===== src/rtl/pdp8_pkg.sv =====
// pdp8_pkg: shared PDP-8 decode payload types and group-7 microinstruction encodings.
//   pdp_mem_opcode_s : one-hot memory-reference op (AND..JMP) plus 9-bit page/offset field
//   pdp_op7_opcode_s : one-hot group-7 (operate) microinstruction, exact-match encodings below
package pdp8_pkg;

  typedef struct packed {
    logic       AND;
    logic       TAD;
    logic       ISZ;
    logic       DCA;
    logic       JMS;
    logic       JMP;
    logic [8:0] mem_offset;
  } pdp_mem_opcode_s;

  typedef struct packed {
    logic NOP;
    logic IAC;
    logic RAL;
    logic RTL;
    logic RAR;
    logic RTR;
    logic CML;
    logic CMA;
    logic CLL;
    logic CLA1;
    logic HLT;
    logic OSR;
    logic SKP;
    logic SNL;
    logic SZL;
    logic SZA;
    logic SNA;
    logic SMA;
    logic SPA;
    logic CLA2;
  } pdp_op7_opcode_s;

  // Group 1 operate
  localparam logic [11:0] OP_NOP  = 12'o7000;
  localparam logic [11:0] OP_IAC  = 12'o7001;
  localparam logic [11:0] OP_RAL  = 12'o7004;
  localparam logic [11:0] OP_RTL  = 12'o7006;
  localparam logic [11:0] OP_RAR  = 12'o7010;
  localparam logic [11:0] OP_RTR  = 12'o7012;
  localparam logic [11:0] OP_CML  = 12'o7020;
  localparam logic [11:0] OP_CMA  = 12'o7040;
  localparam logic [11:0] OP_CLL  = 12'o7100;
  localparam logic [11:0] OP_CLA1 = 12'o7200;
  // Group 2 operate
  localparam logic [11:0] OP_HLT  = 12'o7402;
  localparam logic [11:0] OP_OSR  = 12'o7404;
  localparam logic [11:0] OP_SKP  = 12'o7410;
  localparam logic [11:0] OP_SNL  = 12'o7420;
  localparam logic [11:0] OP_SZL  = 12'o7430;
  localparam logic [11:0] OP_SZA  = 12'o7440;
  localparam logic [11:0] OP_SNA  = 12'o7450;
  localparam logic [11:0] OP_SMA  = 12'o7500;
  localparam logic [11:0] OP_SPA  = 12'o7510;
  localparam logic [11:0] OP_CLA2 = 12'o7600;

endpackage


===== src/rtl/pdp8_prefetch_ifu.sv =====
// pdp8_prefetch_ifu: PDP-8 instruction fetch unit with a QDEPTH-entry prefetch queue.
// Streams sequential reads ahead of the EU and decodes the queue head.
//   clk, reset_n               clock / async active-low reset
//   ifu_rd_req, ifu_rd_addr    registered memory read request; data returns one cycle later
//   ifu_rd_data                read data
//   instr_valid, instr_ack     head-of-queue handshake with the EU
//   base_addr                  PC of the presented instruction
//   pdp_mem_opcode/op7_opcode  decoded head (all-zero when !instr_valid)
//   redirect, redirect_pc      EU PC change: flush queue, squash in-flight read, refetch
//   ifu_halted                 HLT consumed; fetching stopped until redirect
// Optional feature macro IFU_STATS_EN adds fetch_count / flush_count saturating counters.
module pdp8_prefetch_ifu
  import pdp8_pkg::*;
#(
  parameter int unsigned           ADDR_WIDTH = 12,
  parameter int unsigned           DATA_WIDTH = 12,
  parameter int unsigned           QDEPTH     = 4,
  parameter logic [ADDR_WIDTH-1:0] START_ADDR = ADDR_WIDTH'(12'o200)
) (
  input  logic                  clk,
  input  logic                  reset_n,
  output logic                  ifu_rd_req,
  output logic [ADDR_WIDTH-1:0] ifu_rd_addr,
  input  logic [DATA_WIDTH-1:0] ifu_rd_data,
  output logic                  instr_valid,
  input  logic                  instr_ack,
  output logic [ADDR_WIDTH-1:0] base_addr,
  output pdp_mem_opcode_s       pdp_mem_opcode,
  output pdp_op7_opcode_s       pdp_op7_opcode,
  input  logic                  redirect,
  input  logic [ADDR_WIDTH-1:0] redirect_pc,
  output logic                  ifu_halted
`ifdef IFU_STATS_EN
  ,
  output logic [15:0]           fetch_count,
  output logic [15:0]           flush_count
`endif
);

  localparam int unsigned PW = (QDEPTH > 1) ? $clog2(QDEPTH) : 1;
  localparam int unsigned CW = PW + 1;
  localparam int unsigned SW = CW + 1;

  typedef enum logic [1:0] {ST_IDLE, ST_RUN, ST_HALTED} state_e;

  state_e                state_q, state_d;
  logic [ADDR_WIDTH-1:0] q_pc   [QDEPTH];
  logic [DATA_WIDTH-1:0] q_data [QDEPTH];
  logic [PW-1:0]         wr_ptr_q, wr_ptr_d, rd_ptr_q, rd_ptr_d;
  logic [CW-1:0]         count_q, count_d, count_after_pop;
  logic [ADDR_WIDTH-1:0] fetch_pc_q, fetch_pc_d;
  logic                  resp_pend_q, resp_pend_d;
  logic [ADDR_WIDTH-1:0] resp_pc_q, resp_pc_d;
  logic [DATA_WIDTH-1:0] head_data_q, head_data_d;
  logic                  rd_req_d;
  logic [ADDR_WIDTH-1:0] rd_addr_d;
  logic                  valid_d;
  logic [ADDR_WIDTH-1:0] base_addr_d;
  logic                  halted_d;
  logic [SW-1:0]         occupancy;
  logic                  credit_ok, hlt_ack, flush, pop, push, issue;
  logic [11:0]           word;

  // Head decode, straight from the registered head word.
  always_comb begin
    pdp_mem_opcode = '0;
    pdp_op7_opcode = '0;
    word           = head_data_q[11:0];
    if (instr_valid) begin
      case (word[11:9])
        3'd0: pdp_mem_opcode.AND = 1'b1;
        3'd1: pdp_mem_opcode.TAD = 1'b1;
        3'd2: pdp_mem_opcode.ISZ = 1'b1;
        3'd3: pdp_mem_opcode.DCA = 1'b1;
        3'd4: pdp_mem_opcode.JMS = 1'b1;
        3'd5: pdp_mem_opcode.JMP = 1'b1;
        3'd6: pdp_op7_opcode.NOP = 1'b1;
        default: begin
          case (word)
            OP_IAC:  pdp_op7_opcode.IAC  = 1'b1;
            OP_RAL:  pdp_op7_opcode.RAL  = 1'b1;
            OP_RTL:  pdp_op7_opcode.RTL  = 1'b1;
            OP_RAR:  pdp_op7_opcode.RAR  = 1'b1;
            OP_RTR:  pdp_op7_opcode.RTR  = 1'b1;
            OP_CML:  pdp_op7_opcode.CML  = 1'b1;
            OP_CMA:  pdp_op7_opcode.CMA  = 1'b1;
            OP_CLL:  pdp_op7_opcode.CLL  = 1'b1;
            OP_CLA1: pdp_op7_opcode.CLA1 = 1'b1;
            OP_HLT:  pdp_op7_opcode.HLT  = 1'b1;
            OP_OSR:  pdp_op7_opcode.OSR  = 1'b1;
            OP_SKP:  pdp_op7_opcode.SKP  = 1'b1;
            OP_SNL:  pdp_op7_opcode.SNL  = 1'b1;
            OP_SZL:  pdp_op7_opcode.SZL  = 1'b1;
            OP_SZA:  pdp_op7_opcode.SZA  = 1'b1;
            OP_SNA:  pdp_op7_opcode.SNA  = 1'b1;
            OP_SMA:  pdp_op7_opcode.SMA  = 1'b1;
            OP_SPA:  pdp_op7_opcode.SPA  = 1'b1;
            OP_CLA2: pdp_op7_opcode.CLA2 = 1'b1;
            default: pdp_op7_opcode.NOP  = 1'b1;
          endcase
        end
      endcase
      if (word[11:9] < 3'd6) pdp_mem_opcode.mem_offset = word[8:0];
    end
  end

  // Next-state logic: FSM, credit-based issue, queue push/pop, redirect/HLT flush.
  always_comb begin
    state_d     = state_q;
    fetch_pc_d  = fetch_pc_q;
    rd_req_d    = 1'b0;
    rd_addr_d   = ifu_rd_addr;
    base_addr_d = base_addr;
    head_data_d = head_data_q;

    // In-flight reads occupy a slot from issue until they land, so overflow cannot happen.
    occupancy = SW'(count_q) + SW'(ifu_rd_req) + SW'(resp_pend_q);
    credit_ok = occupancy < SW'(QDEPTH);
    hlt_ack   = (state_q == ST_RUN) && instr_valid && instr_ack && pdp_op7_opcode.HLT && !redirect;
    flush     = redirect || hlt_ack;
    pop       = instr_valid && instr_ack && !redirect;
    push      = (state_q == ST_RUN) && resp_pend_q && !flush;
    issue     = (state_q == ST_RUN) && !flush && credit_ok;

    case (state_q)
      ST_IDLE:   state_d = ST_RUN;
      ST_RUN:    if (hlt_ack) state_d = ST_HALTED;
      ST_HALTED: if (redirect) state_d = ST_RUN;
      default:   state_d = ST_IDLE;
    endcase

    if (issue) begin
      rd_req_d   = 1'b1;
      rd_addr_d  = fetch_pc_q;
      fetch_pc_d = fetch_pc_q + ADDR_WIDTH'(1);
    end
    if (redirect) fetch_pc_d = redirect_pc;

    resp_pend_d = ifu_rd_req && !flush;
    resp_pc_d   = ifu_rd_addr;

    count_after_pop = count_q - CW'(pop);
    count_d         = count_after_pop + CW'(push);
    wr_ptr_d        = wr_ptr_q + PW'(push);
    rd_ptr_d        = rd_ptr_q + PW'(pop);

    // Next head: the surviving stored entry, else the word landing this cycle.
    if (count_after_pop != '0) begin
      base_addr_d = q_pc[rd_ptr_d];
      head_data_d = q_data[rd_ptr_d];
    end else if (push) begin
      base_addr_d = resp_pc_q;
      head_data_d = ifu_rd_data;
    end

    if (flush) begin
      count_d  = '0;
      wr_ptr_d = '0;
      rd_ptr_d = '0;
    end
    valid_d  = (count_d != '0);
    halted_d = (state_d == ST_HALTED);
  end

  // Queue storage; contents are qualified by count, so no reset needed.
  always_ff @(posedge clk) begin
    if (push) begin
      q_pc[wr_ptr_q]   <= resp_pc_q;
      q_data[wr_ptr_q] <= ifu_rd_data;
    end
  end

  // State and registered outputs.
  always_ff @(posedge clk or negedge reset_n) begin
    if (!reset_n) begin
      state_q     <= ST_IDLE;
      fetch_pc_q  <= START_ADDR;
      wr_ptr_q    <= '0;
      rd_ptr_q    <= '0;
      count_q     <= '0;
      resp_pend_q <= 1'b0;
      resp_pc_q   <= '0;
      head_data_q <= '0;
      ifu_rd_req  <= 1'b0;
      ifu_rd_addr <= '0;
      instr_valid <= 1'b0;
      base_addr   <= START_ADDR;
      ifu_halted  <= 1'b0;
    end else begin
      state_q     <= state_d;
      fetch_pc_q  <= fetch_pc_d;
      wr_ptr_q    <= wr_ptr_d;
      rd_ptr_q    <= rd_ptr_d;
      count_q     <= count_d;
      resp_pend_q <= resp_pend_d;
      resp_pc_q   <= resp_pc_d;
      head_data_q <= head_data_d;
      ifu_rd_req  <= rd_req_d;
      ifu_rd_addr <= rd_addr_d;
      instr_valid <= valid_d;
      base_addr   <= base_addr_d;
      ifu_halted  <= halted_d;
    end
  end

`ifdef IFU_STATS_EN
  logic [SW-1:0] discard;
  logic [16:0]   fetch_sum, flush_sum;

  // Discarded = queued + in flight, less the HLT itself when it was consumed.
  always_comb begin
    discard   = occupancy - SW'(hlt_ack);
    fetch_sum = {1'b0, fetch_count} + 17'(issue);
    flush_sum = {1'b0, flush_count} + 17'(discard);
  end

  // Saturating statistics counters.
  always_ff @(posedge clk or negedge reset_n) begin
    if (!reset_n) begin
      fetch_count <= '0;
      flush_count <= '0;
    end else begin
      fetch_count <= fetch_sum[16] ? 16'hFFFF : fetch_sum[15:0];
      if (flush) flush_count <= flush_sum[16] ? 16'hFFFF : flush_sum[15:0];
    end
  end
`endif

endmodule


===== config.mk =====
export PLATFORM = sky130hd
export DESIGN_NAME = pdp8_prefetch_ifu
export DESIGN_NICKNAME = d
export VERILOG_FILES = /design/src/rtl/pdp8_pkg.sv /design/src/rtl/pdp8_prefetch_ifu.sv
export SDC_FILE = /design/constraint.sdc
export NUM_CORES = 1
export LEC_CHECK = 0
export BUFFER_PORTS_ARGS = -buffer_cell sky130_fd_sc_hd__buf_2
export CAP_MARGIN = 20
export CORE_UTILIZATION = 41
export DETAILED_ROUTE_END_ITERATION = 10
export GPL_TIMING_DRIVEN = 1
export PLACE_DENSITY = 0.67
export SYNTH_ARGS = -nofsm -noshare
export SYNTH_HDL_FRONTEND = slang
export SYNTH_SLANG_ARGS = --single-unit
export TNS_END_PERCENT = 10

===== constraint.sdc =====
create_clock -name clk -period 3.57 [get_ports clk]
set_input_delay 0.5355 -clock clk [delete_from_list [all_inputs] [get_ports clk]]
set_output_delay 0.5355 -clock clk [all_outputs]
set_load 0.01 [all_outputs]

# Yosys cells after proc, flatten, opt, wreduce, memory -nomap -nowiden

Memories as Yosys holds them, arrays and structs flattened.
Index checks and enable logic that the tools add are counted.
W data, S select, Z words.

Register bits: 73
Memory bits (writable): 96
Input bits: 28
Output and inout bits: 62
Logic and storage cells: 121
Memories: 2

Memory list:

| name   | depth | bits a word | read ports | clocked after memory_dff | write ports | line                    | source |
|---|---|---|---|---|---|---|---|
| q_data | 4     | 12          | 1          | 0                        | 1           | pdp8_prefetch_ifu.sv:48 | `logic [DATA_WIDTH-1:0] q_data [QDEPTH];` |
| q_pc   | 4     | 12          | 1          | 0                        | 1           | pdp8_prefetch_ifu.sv:47 | `logic [ADDR_WIDTH-1:0] q_pc [QDEPTH];` |

Add/subtract/negate cells: 7
Magnitude comparators: 2
Equality and inequality tests: 28
Multiplexer cells: 46
Reductions and logical operators: 23

Operators with widths:

| kind                    | number |
|---|---|
| $eq A12 B12 Y1 const B  | 19 |
| $mux W12                | 6 |
| $mux W1                 | 29 |
| $mux W20                | 1 |
| $mux W19                | 1 |
| $reduce_or A19 Y1       | 1 |
| $mux W15                | 1 |
| $add A12 B1 Y12 const B | 1 |
| $logic_and A1 B1 Y1     | 11 |
| $eq A3 B3 Y1 const B    | 3 |
| $mux W9                 | 1 |
| $mux W2                 | 4 |
| $reduce_or A7 Y1        | 1 |
| $eq A3 B2 Y1 const B    | 2 |
| $pmux W2 S3             | 1 |
| $reduce_bool A3 Y1      | 2 |
| $reduce_or A6 Y1        | 1 |
| $add A2 B1 Y2           | 2 |
| $add A3 B1 Y4           | 1 |
| $add A4 B1 Y4           | 1 |
| $eq A2 B2 Y1 const B    | 2 |
| $lt A4 B3 Y1 const B    | 1 |
| $reduce_bool A2 Y1      | 2 |
| $add A3 B1 Y3           | 1 |
| 10 further kinds        | 11 |

# Depth between registers and ports, before layout

Gate-level depths: netlist of run 1.

Depth in word-level cells: 13
Mapped depth: 13
Mapped depth without buffers: 9

# Worst setup path after synthesis of run 1

Ideal clock, no wire load.

Path kind: flip-flop to flip-flop
From: register head_data_q[6]
To: memory q_data[0][0], enable pin
Arrival time: 3302 ps
Data required time: 3135 ps
Setup slack: -167 ps
Stages on the path, launching flop included: 10
Buffers on the path: 5
Period minus slack after synthesis: 3737 ps
Cell sequence: dfrtp_1 clkbuf_1 or4_1 buf_2 nor4_4 buf_6 or3_1 buf_6 buf_6 nor3_1

Longest elaborated chain between the ends: 11

RTL lines:

| what                             | line                     | source |
|---|---|---|
| from (decl)                      | pdp8_prefetch_ifu.sv:54  | `logic [DATA_WIDTH-1:0] head_data_q, head_data_d;` |
| from (signal assigned)           | pdp8_prefetch_ifu.sv:197 | `head_data_q <= head_data_d;` |
| $eq A12 B12 Y1                   | pdp8_prefetch_ifu.sv:79  | `case (word)` |
| $mux W1                          | pdp8_prefetch_ifu.sv:79  |  |
| $mux W19                         | pdp8_prefetch_ifu.sv:70  | `case (word[11:9])` |
| $mux W20                         | pdp8_prefetch_ifu.sv:69  | `if (instr_valid) begin` |
| $logic_and A1 B1 Y1 (2 in a row) | pdp8_prefetch_ifu.sv:119 | `hlt_ack = (state_q == ST_RUN) && instr_valid && instr_ack && pdp_op7_opcode.HLT && !redirect;` |
| $logic_or A1 B1 Y1               | pdp8_prefetch_ifu.sv:120 | `flush = redirect \|\| hlt_ack;` |
| $logic_not A1 Y1                 | pdp8_prefetch_ifu.sv:122 | `push = (state_q == ST_RUN) && resp_pend_q && !flush;` |
| $logic_and A1 B1 Y1              | pdp8_prefetch_ifu.sv:122 |  |
| $mux W1                          | pdp8_prefetch_ifu.sv:167 | `if (push) begin` |
| $mux W1 (not written as such)    | pdp8_prefetch_ifu.sv:169 | `q_data[wr_ptr_q] <= ifu_rd_data;` |
| to (decl)                        | pdp8_prefetch_ifu.sv:48  |  |

No other way between the ends.

==> results of run 1 <==
==> through the flow <==
stage / setup slack, ps / instances
floorplan: 354 / 523
global placement: 923 / 817
CTS: 531 / 849
detailed placement: 845 / 817
global route: 399 / 849
finish: 499 / 849
==> sequential cells by signal (all words and copies together), names as in the netlist <==
| name | count |
|---|---|
| base_addr | 12 |
| count_q | 3 |
| fetch_pc_q | 12 |
| head_data_q | 12 |
| ifu_halted | 1 |
| ifu_rd_addr | 12 |
| ifu_rd_req | 1 |
| instr_valid | 1 |
| q_data | 48 |
| q_pc | 48 |
| rd_ptr_q | 2 |
| resp_pc_q | 12 |
| resp_pend_q | 1 |
| state_q | 2 |
| wr_ptr_q | 2 |
==> cells in the mapped netlist (all sizes together), types with 2 or more instances <==
master | n | area, um^2
a21oi | 4 | 20.0
nand4 | 4 | 25.0
edfxtp | 96 | 2880
or3 | 2 | 12.5
dfrtp | 71 | 1780
xor2 | 5 | 43.8
xnor2 | 12 | 105
clkbuf | 18 | 67.6
nor3 | 11 | 60.1
mux2 | 13 | 146
and3 | 15 | 93.8
inv | 6 | 22.5
nor4b | 2 | 17.5
nor2 | 58 | 218
nand2b | 4 | 25.0
nor3b | 3 | 22.5
dfstp | 2 | 52.6
mux4 | 24 | 541
nor4 | 4 | 40.0
a2111oi | 2 | 17.5
and2 | 4 | 25.0
buf | 10 | 85.1
o21ai | 15 | 75.1
nand3b | 3 | 22.5
nand4b | 2 | 17.5
a31oi | 24 | 150
nand3 | 8 | 40.0
ha | 6 | 75.1
nor2b | 8 | 57.6
nand2 | 72 | 270
==> worst paths after layout <==
kind                                startpoint                 end  slack (ps)  depth (start not counted)
worst max-delay path            head_data_q[4]  pdp_op7_opcode[19]         500                          5
worst min-delay path                   reset_n      head_data_q[1]         240                          1
worst max register to register     resp_pend_q      ifu_rd_addr[6]         830                          6
worst min register to register  ifu_rd_addr[7]        resp_pc_q[7]         410                          0
max in group asynchronous              reset_n         instr_valid        2690                          1
min in group clk                redirect_pc[9]       fetch_pc_q[9]         320                          3
==> layer usage <==
metal  track usage  share of wire  vias up
met3        0.0416          0.064       22
met5             0              0        -
met4        0.0694          0.018        0
li1              -              -     2111
met2         0.289           0.48      181
met1         0.226           0.44     2232
==> report_power, final <==
group	switching [W]	internal, W	total [W]
clock	0.000735	0.00125	0.00198
combinational	0.000622	0.000479	0.00110
sequential	0.000342	0.00237	0.00271
total	0.00170	0.00409	0.00579
==> worst register-to-register path, delay by kind of cell, from the launching register on <==
family / cells / cell delay (ps)
and+or+nand+nor: 2 / 780
AOI/OAI and AO/OA: 2 / 750
DFF: 1 / 410
muxes: 1 / 390
adders and majority gates: 1 / 300
==> final cells by class <==
class,count,share of cell area
Inverter,6,0.00265
Multi-Input combinational cell,320,0.268
Clock inverter,14,0.0257
Clock buffer,18,0.0506
Sequential cell,169,0.555
Timing Repair Buffer,102,0.0658
Tap cell,220,0.0324
==> kinds of logic after synthesis <==
logic type,synth area share
compound gates,0.0470
fa+ha+maj,0.0105
mux,0.0977
buf+inv,0.0246
simple gates,0.139
xor+xnor,0.0209
flops,0.660
==> results.yml, run 1 <==
run_status:
  outcome: "finished, final reports clean"
worst_setup_path:
  max_stage_delay_ps: 700
  critical_path.slowest_cell: "or4_1"
  crit_arrival_ps: 2540
  cp-start-kind: "flip-flop"
  crit_type: "reg -> out"
  crit_fanout: 9
  cp_num_buf_inv: 1
  crit_path_cell_trace: "or4_1 -> a2111oi_0 -> a22o_1 -> a221oi_1 -> buf_2"
  crit_path_end_kind: "output port"
  cp_top_family: "compound AO/OA/AOI/OAI gates"
  required_ps: 3030
timing:
  skew_ps: 8.22
  final.setup.tns_ps: 0
  whs_ps: 238
  finalCriticalPeriod_ps: 3070
  rsz0062_at_grt: "no"
  drv_slew: 0
  post-route-period-util: 0.860
  worst_slew_pin_slew_ps: 944
  setup_viol: 0
  clock.fmax_mhz: 326
  timing.slew.headroom: 0.371
  hold_violations: 0
synthesis:
  synth_cell_types: 51
  async_reset_ff_frac: 0.432
  synth-edff-count: 96
  syn_inst: 523
  yosysWarnings: 0
  ys_ff_latch: 169
  synth_area_um2: 7130
  synth_seq_area_share: 0.660
  synth-main-ff-cell: "edfxtp_1"
  synth_nets: 557
  syn_area_per_cell_um2: 13.6
placement:
  port-buffer-count: 89
  placed_cell_area_um2: 7840
  place_hpwl_um: 9910
  gp_congestion: 0.895
run:
  cap_violations: 0
finish:
  final_common_cell: "edfxtp_1"
  n_fill_cell: 1431
  seqCellArea_um2: 4710
  final_cell_mix: "96 x edfxtp_1, 88 x buf_2, 72 x nand2_1"
  final_util: 0.506
  final_area_um2: 8490
  syn_to_final_growth_pct: 18.9
  nNetsFinal: 650
  n_antenna_cell: 0
  multi_input_area_um2: 2270
  drive_gt1_frac: 0.283
floorplan:
  die_w_um: 134
  die_y_um: 134
  core_area_um2: 16800
  ioPinCount: 90
  rows: 47
  dieArea_um2: 17900
  start_util: 0.426
detailed_routing:
  wl_um: 14900
  drcViolationCount: 0
  drt_iter0_drc: 272
  vias: 4546
  drt-vias-per-instance: 5.35
  post_drt_wl_per_cell_um: 17.5
  ant_nets: 0
  firstDrtPassIters: 5
power_and_ir_drop:
  p_leak_nw: 3.36
  totalPowerFinal_w: 0.00579
  peakVddDrop_v: 0.000367
  cellPowerDensity_nw_per_um2: 683
clocking:
  h-tree-depth: 4
  cts_hold_buf: 0
  postCtsResizedCells: 0
  cts_tree: "yes"
  post_cts_buffers: 0
  cts_buffer_depth: 2
  worstSkewPairLatency_ps: 420
  clock-sinks: 169
  clock_tree.root_cell: "clkbuf_16"
  cts_buffers: 17
  clk_pin_slew_ps: 70
global_route:
  antenna_found_initial: 0
  grt_pass1_vias: 4497
  grt_max_degree: 74
  grt_use_total: 0.176
  grt_pass1_wl_um: 23600
  overflow: 0
hold_path:
  hp-class: "in -> async"
Power figures use the tool's default switching activity.
==> inputs of run 2 (changes only) <==
Settings changed: BUFFER_PORTS_ARGS -buffer_cell sky130_fd_sc_hd__buf_2 to not set, CTS_BUF_LIST set to sky130_fd_sc_hd__clkbuf_16, DONT_BUFFER_PORTS set to 1, PLACE_DENSITY 0.67 to 0.6.
Clock period 3.57 ns to 2.9 ns, I/O delays scaled along.
==> run 2 against run 1 <==
  * Flip-flop and latch count unchanged
  * Highest routed layer unchanged
  * Non-clock buffer count is 78 lower
  * Global-route usage up 0.14 points
  * Largest power group unchanged
  * Sequential power up 24%
==> results.yml, run 2 (synthesized netlist as in run 1, its figures left out) <==
floorplan:
  dieArea_um2: 17900
  die_w_um: 134
  ioPinCount: 90
  die_y_um: 134
  rows: 47
  core_area_um2: 16800
  start_util: 0.426
clocking:
  cts_buffer_depth: 2
  clock_tree.root_cell: "clkbuf_16"
  clock-sinks: 169
  h-tree-depth: 4
  clk_pin_slew_ps: 60
  cts_tree: "yes"
  cts_buffers: 17
  worstSkewPairLatency_ps: 420
power_and_ir_drop:
  clkPwrFrac: 0.305
  combPwrFrac: 0.185
  p_leak_nw: 2.98
  p_sw_frac: 0.302
  p_switching_w: 0.00198
  p_int_w: 0.00459
  totalPowerFinal_w: 0.00657
  power_frac_seq: 0.510
  peakVddDrop_v: 0.000399
  cellPowerDensity_nw_per_um2: 818
detailed_routing:
  post_drt_wl_per_cell_um: 19.1
  wl_um: 14700
  drt_iter0_drc: 261
  firstDrtPassIters: 4
  drt-vias-per-instance: 5.43
  drcViolationCount: 0
  ant_nets: 0
  vias: 4187
finish:
  final_cell_mix: "96 x edfxtp_1, 72 x nand2_1, 71 x dfrtp_1"
  reg_top3: "q_data x48, q_pc x48"
  drive_gt1_frac: 0.172
  nNetsFinal: 572
  syn_to_final_growth_pct: 12.6
  n_antenna_cell: 0
  n_fill_cell: 1485
  final_common_cell: "edfxtp_1"
worst_setup_path:
  crit_type: "reg -> out"
  cp_top_family: "compound AO/OA/AOI/OAI gates"
  crit_path_cell_trace: "or4_4 -> buf_4 -> a2111oi_2 -> a22o_1 -> a221oi_1"
  critical_path.slowest_cell: "or4_4"
  crit_arrival_ps: 2310
  crit_path_end_kind: "output port"
  required_ps: 2470
  cp-start-kind: "flip-flop"
  cp_num_buf_inv: 1
  crit_fanout: 8
  max_stage_delay_ps: 580
  r2r_slack_ps: 220
timing:
  clock.fmax_mhz: 364
  whs_ps: 81.8
  skew_ps: 7.66
  finalCriticalPeriod_ps: 2750
  rsz0062_at_grt: "no"
  post-route-period-util: 0.948
  timing.slew.headroom: 0.441
  worst_slew_pin_slew_ps: 838
  hold_violations: 0
  drv_slew: 0
  setup_viol: 0
  final.setup.tns_ps: 0
global_route:
  antenna_found_initial: 0
  overflow: 0
  grt_use_total: 0.177
  grt_pass1_wl_um: 23900
  grt_pass1_vias: 4388
  grt_max_degree: 74
hold_path:
  hp-class: "in -> reg"
run:
  cap_violations: 0
placement:
  place_hpwl_um: 9760
  port-buffer-count: 0
  gp_congestion: 0.845
run_status:
  outcome: "finished, final reports clean"
-- run 2: cell types whose count changed in the layout (fill, tap and decap cells not counted), moves of 2 or more --
cell        previous run  this run
buf_2                 88         0
buf_4                 13        21
bufinv_16              5         1
clkinv_2               1         3
clkinvlp_4             4         2
inv_1                  6        12
-- run 2: power groups by stage --
stage / clock (W) / combinational, W / sequential [W]
2_1_floorplan: 0 / 0.000945 / 0.00326
3_3_place_gp: 0 / 0.00118 / 0.00338
3_5_place_dp: 0 / 0.00119 / 0.00340
4_1_cts: 0.00206 / 0.00122 / 0.00336
5_1_grt: 0.00217 / 0.00136 / 0.00341
6_report: 0.00200 / 0.00121 / 0.00335
-- run 2: what timing repair did --
item                       4_1_cts  5_1_grt
setup endpoints to repair        1        1
hold buffers                     2        0
hold endpoints to repair        73        0
pin swaps                        0        0
gates resized for setup          1        2
setup buffers                    0        0
-- run 2: layout make-up --
class / instances / area, um^2 / share of cell area
Sequential cell: 169 / 4710 / 0.587
Multi-Input combinational cell: 320 / 2280 / 0.284
Clock buffer: 17 / 425 / 0.0530
Tap cell: 220 / 275 / 0.0343
Timing Repair Buffer: 24 / 215 / 0.0268
Clock inverter: 15 / 98.8 / 0.0123
Inverter: 6 / 22.5 / 0.00280
-- run 2: worst paths after layout --
kind	from	to	cells after the start
hold / removal	redirect	ifu_halted	1
max in group asynchronous	reset_n	fetch_pc_q[7]	2
hold reg to reg	ifu_rd_addr[2]	resp_pc_q[2]	0
setup reg to reg	count_q[0]	ifu_rd_addr[8]	6
setup / recovery	head_data_q[5]	pdp_op7_opcode[19]	5
min in group asynchronous	reset_n	resp_pc_q[8]	2
-- run 2: metal layers --
layer,global-route usage,wire length (um),vias up
li1,-,-,1952
met3,0.0556,1080,10
met1,0.220,6260,2100
met4,0.0568,107,0
met2,0.296,7280,125
met5,0,0,-
-- run 2: through the flow --
stage / cells / cell area [um^2] / util / setup WS (ps)
finish: 771 / 8030 / 0.479 / 151
CTS: 771 / 8020 / 0.479 / 22.9
global route: 771 / 8030 / 0.479 / 35.4
floorplan: 523 / 7150 / - / -282
detailed placement: 737 / 7460 / 0.445 / 276
global placement: 737 / 7460 / 0.445 / 368
==> inputs of run 3 (changes only) <==
Settings changed: RECOVER_POWER set to 100.
Clock period 2.9 ns to 3.1 ns, I/O delays scaled along.
==> run 3 against run 2 <==
  * The run now ends with max-capacitance violations, max-slew violations left
  * Sequential power shrank 6.9%
  * Worst hold slack gained 20 ps
  * Power shrank 0.43%
  * Flip-flop and latch count is the same
  * Highest routed layer unchanged
  * Wire length grew 1.1%
  * Critical path depth shrank 1
  * Critical path type unchanged
  * Sequential share of layout area shrank 0.66 points
==> results.yml, run 3 (synthesized netlist as in run 1, its figures left out) <==
run_status:
  outcome: "complete, but fails checks"
  violations: "max-capacitance violations, max-slew violations"
timing:
  post-route-period-util: 0.933
  setup_viol: 0
  timing.slew.headroom: -0.207
  fin_ws_ps: 206
  rsz0062_at_grt: "no"
  hold_violations: 0
  clock.fmax_mhz: 346
  worst_slew_pin_slew_ps: 1810
  finalCriticalPeriod_ps: 2890
  skew_ps: 7.55
  drv_slew: 74
power_and_ir_drop:
  p_switching_w: 0.00192
  totalPowerFinal_w: 0.00654
  p_int_w: 0.00462
  clkPwrFrac: 0.353
  cellPowerDensity_nw_per_um2: 805
  combPwrFrac: 0.169
  p_leak_nw: 2.99
  power_frac_seq: 0.478
  peakVddDrop_v: 0.000385
  p_sw_frac: 0.293
detailed_routing:
  firstDrtPassIters: 4
  post_drt_wl_per_cell_um: 19.4
  vias: 4245
  drt-vias-per-instance: 5.53
  wl_um: 14900
  drt_iter0_drc: 246
  ant_nets: 0
  drcViolationCount: 0
worst_setup_path:
  crit_type: "reg -> out"
  crit_fanout: 8
  crit_path_end_kind: "output port"
  crit_arrival_ps: 2430
  required_ps: 2630
  cp-start-kind: "flip-flop"
  rr_worst_depth: 6
clocking:
  worstSkewPairLatency_ps: 430
  cts_tree: "yes"
  cts_buffer_depth: 2
  clock_tree.root_cell: "clkbuf_16"
  clock-sinks: 169
  clk_pin_slew_ps: 60
  cts_buffers: 17
  post_cts_buffers: 0
  h-tree-depth: 4
placement:
  pre_cts_ws_ps: 272
  gp_congestion: 0.940
  dp_cells: 732
  port-buffer-count: 0
  place_hpwl_um: 9930
global_route:
  overflow: 0
  grt_max_degree: 74
  antenna_found_initial: 0
  grt_use_total: 0.176
  grt_pass1_wl_um: 23800
  grt_pass1_vias: 4275
finish:
  final_common_cell: "edfxtp_1"
  syn_to_final_growth_pct: 13.8
  final_cell_mix: "96 x edfxtp_1, 72 x nand2_1, 71 x dfrtp_1"
  reg_top3: "q_data x48, q_pc x48"
  fin_cells: 768
  n_fill_cell: 1465
  nNetsFinal: 569
  drive_gt1_frac: 0.164
  n_antenna_cell: 0
hold_path:
  hp-class: "in -> reg"
  min_path_cells: 1
run:
  cap_violations: 1
floorplan:
  start_util: 0.426
  die_y_um: 134
  core_area_um2: 16800
  die_w_um: 134
  ioPinCount: 90
  rows: 47
  dieArea_um2: 17900
run 3: cell count changes in the layout (fill, tap and decap cells not counted), sizes merged:
cell,before,now
buf,23,15
bufinv,1,5
clkbuf,17,22
clkinvlp,2,4
inv,13,7
run 3: final cells by class:
type / instances / area [um^2] / area share
sequential: 169 / 4710 / 0.580
clock inverter: 15 / 225 / 0.0277
inverter: 6 / 22.5 / 0.00277
multi-input combinational: 320 / 2260 / 0.278
tap: 220 / 275 / 0.0339
timing repair buffer: 21 / 205 / 0.0253
clock buffer: 17 / 425 / 0.0524
run 3: path summary, 6_finish.rpt:
path                                 from            endpoint  slack [ps]
setup / recovery           head_data_q[5]  pdp_op7_opcode[19]         210
hold reg to reg            ifu_rd_addr[5]        resp_pc_q[5]         470
setup reg to reg           head_data_q[5]          q_pc[3][2]         280
max in group asynchronous         reset_n      head_data_q[9]         930
hold / removal                   redirect          state_q[1]         100
min in group asynchronous         reset_n        base_addr[4]        1090
run 3: power groups by stage:
stage                     Combinational (W)  Clock, W  Sequential [W]
after floorplan                    0.000884         0         0.00305
after global placement              0.00108         0         0.00316
after detailed placement            0.00110         0         0.00318
after CTS                           0.00113   0.00235         0.00313
after global routing                0.00125   0.00244         0.00318
final                               0.00111   0.00231         0.00312
run 3: metal layers:
layer | wire (um) | part of all wire | vias to the layer above | GRT usage
li1 | - | - | 1947 | -
met5 | 0 | 0 | - | 0
met4 | 244 | 0.016 | 0 | 0.0739
met3 | 859 | 0.058 | 21 | 0.0423
met1 | 6290 | 0.42 | 2154 | 0.216
met2 | 7490 | 0.50 | 123 | 0.298
run 3: what timing repair did:
action	CTS	global route
gates resized for setup	0	1
hold endpoints to repair	73	0
setup endpoints to repair	0	7
hold buffers	2	0
run 3: critical path: stages, from the launching register on:
cell and delay, ps:
dfrtp_1 450, or4_1 710, a2111oi_0 480, a22o_1 220, a221oi_1 140
run 3: per-stage QoR:
step           setup TNS [ps]  instance area [um^2]  hold WS [ps]  utilization
2_1_floorplan           -4400                  7140           169            -
3_3_place_gp                0                  7410           172        0.442
3_5_place_dp                0                  7440           172        0.444
4_1_cts                     0                  8130          80.6        0.485
5_1_grt                     0                  8120          81.0        0.485
6_report                    0                  8120           102        0.485
